## src/rtl/dualportram_arbiter.sv

```systemverilog
// dualportram_arbiter
//
// Shares a single dualportram port between two requesters, A and B.
// Arbitration is round-robin with a bounded burst length. RAM commands are
// registered, and read data comes back to the winning requester with a
// one-cycle tagged valid pulse.
//
// Parameters
//   WIDTH : data width, must match the RAM
//   BURST : max consecutive grants to one requester while the other waits (1..15)
//
// Ports
//   clk, reset                    clock, asynchronous active-high reset
//   req_x, we_x, address_x, din_x command from requester x (held until grant_x)
//   grant_x                       command accepted at the end of this cycle
//   rvalid_x, rdata_x             read data return for requester x
//   ram_we, ram_oe, ram_address,  registered command to the RAM port
//   ram_din
//   ram_dout                      RAM read data (registered inside the RAM)
module dualportram_arbiter #(
  parameter int WIDTH = 32,
  parameter int BURST = 4
) (
  input  logic             clk,
  input  logic             reset,
  input  logic             req_a,
  input  logic             we_a,
  input  logic [31:0]      address_a,
  input  logic [WIDTH-1:0] din_a,
  output logic             grant_a,
  output logic             rvalid_a,
  output logic [WIDTH-1:0] rdata_a,
  input  logic             req_b,
  input  logic             we_b,
  input  logic [31:0]      address_b,
  input  logic [WIDTH-1:0] din_b,
  output logic             grant_b,
  output logic             rvalid_b,
  output logic [WIDTH-1:0] rdata_b,
  output logic             ram_we,
  output logic             ram_oe,
  output logic [31:0]      ram_address,
  output logic [WIDTH-1:0] ram_din,
  input  logic [WIDTH-1:0] ram_dout
);

  localparam logic [3:0] BURST_CNT = 4'(BURST);

  typedef enum logic [1:0] {
    OWN_NONE = 2'd0,
    OWN_A    = 2'd1,
    OWN_B    = 2'd2
  } owner_t;

  owner_t     owner_q, owner_d;
  logic [3:0] cnt_q, cnt_d;
  logic [3:0] cnt_inc;
  // last_b_q = 1 means B was served last, so A wins the next tie.
  logic       last_b_q, last_b_d;
  logic       sel_a, sel_b;

  logic             cmd_we;
  logic [31:0]      cmd_address;
  logic [WIDTH-1:0] cmd_din;

  // Read tag pipeline: stage 1 covers the RAM command cycle, stage 2 the
  // cycle in which the RAM presents its registered read data.
  logic tag1_valid, tag1_b;
  logic tag2_valid, tag2_b;

  always_ff @(posedge clk or posedge reset) begin
    if (reset) begin
      owner_q  <= OWN_NONE;
      cnt_q    <= 4'd0;
      last_b_q <= 1'b1;
    end else begin
      owner_q  <= owner_d;
      cnt_q    <= cnt_d;
      last_b_q <= last_b_d;
    end
  end

  // Grant selection and next arbitration state. Grants are forced low while
  // reset is held so nothing can be accepted during reset.
  always_comb begin
    sel_a    = 1'b0;
    sel_b    = 1'b0;
    owner_d  = owner_q;
    cnt_d    = cnt_q;
    last_b_d = last_b_q;
    cnt_inc  = (cnt_q < BURST_CNT) ? cnt_q + 4'd1 : BURST_CNT;

    if (!reset) begin
      if (req_a && req_b) begin
        case (owner_q)
          OWN_A: begin
            if (cnt_q < BURST_CNT) sel_a = 1'b1;
            else                   sel_b = 1'b1;
          end
          OWN_B: begin
            if (cnt_q < BURST_CNT) sel_b = 1'b1;
            else                   sel_a = 1'b1;
          end
          default: begin
            if (last_b_q) sel_a = 1'b1;
            else          sel_b = 1'b1;
          end
        endcase
      end else begin
        sel_a = req_a;
        sel_b = req_b;
      end
    end

    if (sel_a) begin
      owner_d  = OWN_A;
      cnt_d    = (owner_q == OWN_A) ? cnt_inc : 4'd1;
      last_b_d = 1'b0;
    end else if (sel_b) begin
      owner_d  = OWN_B;
      cnt_d    = (owner_q == OWN_B) ? cnt_inc : 4'd1;
      last_b_d = 1'b1;
    end else begin
      owner_d = OWN_NONE;
      cnt_d   = 4'd0;
    end
  end

  assign grant_a = sel_a;
  assign grant_b = sel_b;

  assign cmd_we      = sel_b ? we_b      : we_a;
  assign cmd_address = sel_b ? address_b : address_a;
  assign cmd_din     = sel_b ? din_b     : din_a;

  // Address and data hold through idle cycles; only we/oe drop to 0.
  always_ff @(posedge clk or posedge reset) begin
    if (reset) begin
      ram_we      <= 1'b0;
      ram_oe      <= 1'b0;
      ram_address <= 32'd0;
      ram_din     <= '0;
    end else if (sel_a || sel_b) begin
      ram_we      <= cmd_we;
      ram_oe      <= !cmd_we;
      ram_address <= cmd_address;
      ram_din     <= cmd_din;
    end else begin
      ram_we <= 1'b0;
      ram_oe <= 1'b0;
    end
  end

  always_ff @(posedge clk or posedge reset) begin
    if (reset) begin
      tag1_valid <= 1'b0;
      tag1_b     <= 1'b0;
      tag2_valid <= 1'b0;
      tag2_b     <= 1'b0;
    end else begin
      tag1_valid <= (sel_a || sel_b) && !cmd_we;
      tag1_b     <= sel_b;
      tag2_valid <= tag1_valid;
      tag2_b     <= tag1_b;
    end
  end

  assign rvalid_a = tag2_valid && !tag2_b;
  assign rvalid_b = tag2_valid &&  tag2_b;
  assign rdata_a  = ram_dout;
  assign rdata_b  = ram_dout;

endmodule

```

## config.mk

```make
export PLATFORM = sky130hd
export DESIGN_NAME = dualportram_arbiter
export DESIGN_NICKNAME = d
export VERILOG_FILES = /design/src/rtl/dualportram_arbiter.sv
export SDC_FILE = /design/constraint.sdc
export NUM_CORES = 1
export LEC_CHECK = 0
export BUFFER_PORTS_ARGS = -buffer_cell sky130_fd_sc_hd__buf_2
export CORE_AREA = 2 2 117 119
export DETAILED_ROUTE_END_ITERATION = 10
export DIE_AREA = 0 0 119 121
export GPL_ROUTABILITY_DRIVEN = 0
export PLACE_DENSITY = 0.64
export SLEW_MARGIN = 20
export SYNTH_ARGS = -nofsm -noshare
export SYNTH_HDL_FRONTEND = slang
export SYNTH_SLANG_ARGS = --single-unit
export TNS_END_PERCENT = 10
```

## constraint.sdc

```tcl
create_clock -name clk -period 4.9 [get_ports clk]
set_input_delay 0.735 -clock clk [delete_from_list [all_inputs] [get_ports clk]]
set_output_delay 0.735 -clock clk [all_outputs]
set_load 0.01 [all_outputs]
```

==> metrics list, run 1 <==
- The multi-input combinational cells in the finished layout cover a total of around 0.0016 sq mm.
* Setup Buffers After CTS: 0
- The initial utilization of the core area, before any placement, comes to 0.3212.
- Site Rows: 42
* Worst reg2reg path startpoint: owner_q[0]
- Synthesized-area fraction occupied by adder cells: 0.01191
- Critical Setup Path Class: register to output port
- CTS tree: yes
- Setup violations remaining at the end of the flow were counted as 0.
* Number of antenna violations at the first check in global routing: 0
- The cell count after synthesis came out at about 350.
- The worst hold path begins at tag1_b.
- Between clock sinks in the finished design, the worst skew comes to slightly below 0.008 ns.
- The synthesized netlist occupies a cell area of ~0.0042 sq mm.
- The run finished with clean final reports.
* First-pass GRT wire length: approximately 18 mm
* I/O Buffers: roughly 200
- The complex-gate fraction of the synthesized area is 0.3352.
- The average instance in the mapped netlist occupies about 12 sq um.
- Headroom to the max-slew limit came out at 0.3773.
* Min Hold Slack: approximately 0.35 ns
- The number of nets in the synthesized netlist is between 500 and 600.
* Die Footprint: about 0.014 sq mm
- Growth of design area from synthesis to finish: 21.70%
- Count of cells resized by post-cts repair: 0
- Type of the tightest min-delay check: register to register
- After synthesis, the largest family of logic cells by area is compound AO/OA/AOI/OAI gates.
- Final TNS setup: 0 ns
- Synth top area share: 0.4466
- Least setup slack across all paths after layout: 1.609 ns
- Vias: approximately 3500
- Of the total synthesized cell area, the portion taken by AND, OR, NAND and NOR gates is 0.03364.
- Max IR drop VDD: ~0.00015 V
- The number of global-route vias before repair came to between 3000 and 4000.
- Area contributors post-synth: sky130_fd_sc_hd__dfrtp_1, sky130_fd_sc_hd__a221o_1, sky130_fd_sc_hd__o211a_1
* Most used flip-flop cell after synthesis: sky130_fd_sc_hd__dfrtp_1
* Yosys reg bits: between 70 and 80
- Across every metal layer, demand over resource in global routing totals 0.1570.
- The smallest clock period supported by the final layout is computed as around 3.3 ns.
- Floorplan Core Area: approximately 0.013 sq mm
- Summed over all cells, the static leakage comes to ~2.9 nW.
* Hold buffer count at cts: 0
* Clock H-tree levels: 3
- Counting every sink on the clock net gives 76.
* Detailed-routing iteration count for the pre-antenna-repair pass: 5
- Antenna diode count: 0
- Pre-CTS setup slack: 1.898 ns
- In this run the remaining antenna-violating nets after routing total 0.
* Crit path launch type: register
* Chip Width: approximately 120 um
* Final WL: 11.65 mm
- Clock edge transition at the registers on the reported setup and hold paths: 0.06 ns
* Library cell used as clock root buffer: sky130_fd_sc_hd__clkbuf_16
- For the worst setup path, the data required time is 4.16 ns.
- Along the worst hold path, the cell count comes to 0.
- P per Cell Area: roughly 370 mW/mm^2
- For this run, the number of Yosys warnings is 0.
- Top fanout value on the critical path: 41
* Crit path launch: owner_q[0]
- Final number of max-transition violations: 0
* Final-stage net count: 644
- Post-synthesis cell type with the largest combined area: sky130_fd_sc_hd__dfrtp_1
- Maximum clock path buffer count: 2
- Final routed DRC violation total: 0
- The worst setup path is captured at an output port.
- The count of final hold-check violations was 0.
- Setup repair after global routing missed its margin: no
* Cell area after layout: between 0.005 and 0.006 sq mm
- For the worst setup path, the data arrival time is about 2.6 ns.
* Fraction of synthesized cell area in xor and xnor cells: 0
* Number of inserted filler cells in the final layout: between 1000 and 1500
- Using the TritonRoute via totals, the vias-per-cell ratio works out to approximately 5.3.
* Die H: 121 um
- During I/O placement, the number of pins put on the boundary was 300.
* Reg2Reg Depth: 8
- Maximum achievable frequency: between 300 and 400 MHz
* Share of synthesized flip-flops with an asynchronous set or reset: 1.000
- Clock buffers created by TritonCTS: 9
- For this run, the register share of the synthesized area comes to 0.4528.
- Detailed placement finished with a half-perimeter wire length of just under 8 mm.
- In the final layout, the share of cells above drive strength 1 is 0.4916.
* Aggregate global routing overflow: 0
* Sequential cell area: 0.001903 sq mm
- Distinct cells, synth: 39
* Clk Latency, worst-skew pair: ~0.33 ns
* Maximum number of pins on one net before global-route repair: just under 80
- Number of design-rule violations left by the first detailed-router iteration: roughly 240
- In this run the cell area measured after placement is around 0.0048 sq mm.
- Multiplexer share of the synthesized area: 0
- Portion of the clock cycle consumed by the worst path in the final layout: 0.6717
- In the final routed layout, each cell accounts on average for 17.81 um.
- The most common cell in the synthesized netlist is sky130_fd_sc_hd__dfrtp_1.
- For the pin with the worst max-slew slack, the measured transition is between 0.9 and 1 ns.
- Max-cap violation count: 0
- Number of enable-type register cells in the synthesized netlist: 0
- Leading cell types by count after synthesis: sky130_fd_sc_hd__dfrtp_1, sky130_fd_sc_hd__buf_4, sky130_fd_sc_hd__a221o_1, sky130_fd_sc_hd__o211a_1, sky130_fd_sc_hd__buf_2
==> final cells by class <==
| class | instances | share of cell area |
|---|---|---|
| inverters | 7 | 0.005382 |
| well taps | 176 | 0.04305 |
| repair buffers | 210 | 0.2128 |
| multi-input cells | 170 | 0.3175 |
| clock inverters | 3 | 0.002935 |
| flip-flops and latches | 76 | 0.3721 |
| clock buffers | 12 | 0.04623 |
==> worst max-delay path, cell delays in order, from the launching register on <==
cell	delay, ns
sky130_fd_sc_hd__dfrtp_1	0.38
sky130_fd_sc_hd__inv_1	0.06
sky130_fd_sc_hd__ha_1	0.46
sky130_fd_sc_hd__nand3_1	0.13
sky130_fd_sc_hd__nand2_2	0.46
sky130_fd_sc_hd__buf_4	0.54
sky130_fd_sc_hd__nor2_4	0.04
sky130_fd_sc_hd__buf_2	0.15
==> cells by family after synthesis <==
family                     after synthesis
other                                    1
adders and majority gates                4
AOI/OAI and AO/OA                      145
DFF                                     76
buffers and inverters                  106
and+or+nand+nor                         20
==> power breakdown <==
part,internal (mW),leakage (nW),switching (mW),total (mW)
registers,0.746,0.918,0.0659,0.812
logic,0.247,1.90,0.271,0.518
clock network,0.338,0.126,0.245,0.583
total,1.33,2.94,0.582,1.91
==> cell usage in the layout, fill, tap and decap left out, types with 2 or more instances in the layout <==
cell	count
sky130_fd_sc_hd__a221o_1	64
sky130_fd_sc_hd__buf_2	203
sky130_fd_sc_hd__clkbuf_16	9
sky130_fd_sc_hd__dfrtp_1	75
sky130_fd_sc_hd__clkinv_2	4
sky130_fd_sc_hd__inv_2	2
sky130_fd_sc_hd__o21a_1	3
sky130_fd_sc_hd__nand3_1	3
sky130_fd_sc_hd__buf_4	6
sky130_fd_sc_hd__clkbuf_1	3
sky130_fd_sc_hd__inv_1	4
sky130_fd_sc_hd__ha_1	4
sky130_fd_sc_hd__o211ai_1	3
sky130_fd_sc_hd__nor3_1	2
sky130_fd_sc_hd__nand2_1	2
sky130_fd_sc_hd__o211a_1	64
sky130_fd_sc_hd__a21oi_1	2
==> registers in the layout, indices dropped and copies added, names as in the netlist <==
| signal | cells |
|---|---|
| tag2_valid | 1 |
| ram_address | 32 |
| ram_oe | 1 |
| cnt_q | 4 |
| owner_q | 2 |
| ram_we | 1 |
| ram_din | 32 |
| tag1_b | 1 |
| last_b_q | 1 |
| tag2_b | 1 |
==> per-stage QoR <==
step	utilization	instances	total power, mW
floorplan	-	352	1.171
global placement	0.3696	638	1.333
detailed placement	0.3696	638	1.340
CTS	0.3888	653	1.935
global route	0.3909	654	2.032
finish	0.3909	654	1.912
==> per-layer routing <==
layer / vias to the layer above / global-route usage / routed length (um)
met5: - / 0 / 0
met4: 0 / 0.05134 / 136
met3: 24 / 0.04652 / 987
met2: 218 / 0.2662 / 5736
met1: 1684 / 0.1914 / 4788
li1: 1569 / - / -
==> worst paths after layout <==
check	slack, ns	end
max in group asynchronous	3.77	last_b_q
min in group asynchronous	0.53	tag1_b
worst min register to register	0.35	tag2_b
worst max-delay path	1.61	grant_b
worst max register to register	1.93	ram_din[16]
worst min-delay path	0.35	tag2_b
Power figures use the tool's default switching activity.
==> inputs of run 2 (changes only) <==
==> constraint.sdc (replaced) <==
create_clock -name clk -period 3.2 [get_ports clk]
set_input_delay 0.48 -clock clk [delete_from_list [all_inputs] [get_ports clk]]
set_output_delay 0.48 -clock clk [all_outputs]
set_load 0.01 [all_outputs]
==> metrics list, run 2 (synthesis results as in run 1) <==
- Outcome: finished, final reports clean
* Arrival time of the worst setup path: 2.11 ns
- DP Wirelength: 8.173 mm
- CTS tree: yes
- For this run, the share of the core covered by cells in the final layout is 0.3954.
- The first routing iteration left roughly 150 violations.
* Grt peak-use layer: met2
- After layout, the worst setup slack is about 0.61 ns.
- After clock tree synthesis, the setup repair step added 0 buffers.
* Hold buffer count at cts: 0
- Met2 global-route usage: 0.2604
- Type of the tightest min-delay check: register to register
* Growth of design area from synthesis to finish: 23.10%
- The largest registers in the layout are ram_address: 32 flops, ram_din: 32 flops, cnt_q: 4 flops.
- Row generation in the floorplan step produced between 40 and 50 rows.
- Wire length per cell: approximately 18 um
- The detailed router placed roughly 3500 vias in this run.
- The library cell used most frequently in the layout, excluding fill and tap cells, is sky130_fd_sc_hd__buf_2.
* Final routed DRC violation total: 0
- In this run the critical register-to-register path is captured at ram_din[28].
- For this design the top-level I/O count stands at 300.
- The worst register-to-register path begins at owner_q[0].
- Clk Latency, worst-skew pair: around 0.32 ns
- Crit path launch type: register
* Clock buffers created by TritonCTS: 9
- Fraction of met3 tracks used by global routing: 0.03853
- Switching power: between 800 and 900 uW
* Fraction of final layout cells sized beyond drive strength 1: 0.4938
* Data required, critical path: 2.72 ns
- The region available for standard cell placement spans roughly 0.013 sq mm.
- After global routing the overflow that remains totals 0.
- Entering global routing, the biggest net connects slightly below 80 pins.
- Delay of the slowest cell on the worst path: between 0.4 and 0.5 ns
- Across the run, the number of max-cap violations was 0.
* Final period demand of the worst path: around 2.6 ns
* P per Cell Area: about 590 mW/mm^2
- Leaving out filler cells and counting taps, the final layout contains 657.
- Met1 demand-to-capacity share in global routing: 0.1947
- For this configuration, the core starts out at a cell density of 0.3212.
- Seq pwr share: 0.411
* Max IR drop VDD: roughly 0.0002 V
* Top fanout value on the critical path: 7
* Overall routing resource usage: 0.1572
* Via density per instance: 5.315
* Critical Setup Path Class: register to output port
- Final WL: around 12 mm
- Placed Instances: 641
- Reg2Reg Depth: 7
* Maximum achievable frequency: 385.4 MHz
- The first global-routing pass estimated about 18 mm of wire.
- Power consumption: around 3.0 mW
- The final layout contains around 650 nets.
* Count of cells resized by post-cts repair: 0
* Clock skew: 0.004625 ns
- Clock sink count: 76
- In this run the cell area measured after placement is roughly 0.0049 sq mm.
* Clock H-tree levels: 3
* Detailed-routing iteration count for the pre-antenna-repair pass: 4
- Setup repair after global routing missed its margin: no
- The worst setup path is captured at an output port.
- Crit path launch: owner_q[0]
- Register-to-register setup slack: roughly 0.72 ns
- Final number of max-transition violations: 0
- Maximum clock path buffer count: 2
- Walking the worst path, the cells encountered are inv_1 > ha_1 > a2111oi_2 > or2_2 > inv_2 > buf_2.
- Of the total power, the share spent switching nets is 0.2916.
- The number of global-route vias before repair came to about 3500.
- The floorplan step set the die height to between 100 and 150 um.
- Relative max-transition margin: 0.3636
* Antenna-violating nets left: 0
* Internal portion of total power: ~2.1 mW
- Chip Width: 119 um
- Number of inserted filler cells in the final layout: around 1300
- Library cell used as clock root buffer: sky130_fd_sc_hd__clkbuf_16
- Final number of setup-violating endpoints: 0
* Pre-CTS setup slack: approximately 0.7 ns
* Combinational fraction of design power: 0.264
- The analysis attributes to cell leakage a power of 2.964 nW.
* Master of the slowest instance on the critical path: sky130_fd_sc_hd__a2111oi_2
* Number of antenna violations at the first check in global routing: 1
- Portion of the clock cycle consumed by the worst path in the final layout: 0.8108
* Commonest non-fill, non-tap cells in the layout: sky130_fd_sc_hd__buf_2, sky130_fd_sc_hd__dfrtp_1, sky130_fd_sc_hd__o211a_1, sky130_fd_sc_hd__a221o_1, sky130_fd_sc_hd__clkbuf_16
- Worst Max-Slew Pin Slew: between 0.9 and 1 ns
- Final hold violation count: 0
- During placement, the flow inserted port buffers numbering around 200.
* Clock edge transition at the registers on the reported setup and hold paths: ~0.06 ns
- The critical path ends at grant_a.
- The die covers 0.01440 sq mm.
- Min Hold Slack: 0.3471 ns
- Final TNS setup: 0 ns
* Share of total power in the clock network: 0.326
* Cell area after layout: 0.005174 sq mm
run 2: changes by cell type in the layout (fill, tap and decap cells not counted), sizes merged:
cell,change
buf,+2
clkinvlp,+1
clkinv,-3
bufinv,+1
diode,+1
clkbuf,+1
run 2: critical path, delay by kind of cell (launching register included):
family / cells / cell delay (ns)
DFF: 1 / 0.37
AOI/OAI and AO/OA: 1 / 0.48
adders and majority gates: 1 / 0.42
and+or+nand+nor: 1 / 0.26
buffers and inverters: 3 / 0.25
run 2: power groups by stage:
stage	logic (mW)	registers [mW]	clock network, mW
2_1_floorplan	0.465	1.33	0
3_3_place_gp	0.793	1.25	0
3_5_place_dp	0.811	1.25	0
4_1_cts	0.811	1.24	1.01
5_1_grt	0.871	1.27	1.06
6_report	0.799	1.24	0.987
run 2: area by class of cell:
type                            count  area, sq um  share of cell area
Sequential cell                    76         1903              0.3678
Multi-Input combinational cell    170         1624              0.3139
Timing Repair Buffer              212         1109              0.2143
Clock buffer                       13        250.2             0.04837
Tap cell                          176        220.2             0.04256
Clock inverter                      2        35.03            0.006771
Inverter                            7        30.03            0.005804
Antenna cell                        1        2.502           0.0004837
run 2: how the worst min path moves through the flow:
stage / start / endpoint / slack [ns] / cells after the start
6_report: tag1_b / tag2_b / 0.35 / 0
5_1_grt: tag1_b / tag2_b / 0.36 / 0
4_1_cts: tag1_b / tag2_b / 0.35 / 0
3_5_place_dp: tag1_b / tag2_b / 0.33 / 0
3_3_place_gp: tag1_b / tag2_b / 0.34 / 0
2_1_floorplan: tag1_b / tag2_b / 0.33 / 0
run 2: per-layer routing:
metal,part of all wire,wire length (um)
met5,0,0
met2,0.49,5719
met3,0.079,935
met1,0.41,4790
met4,0.028,326
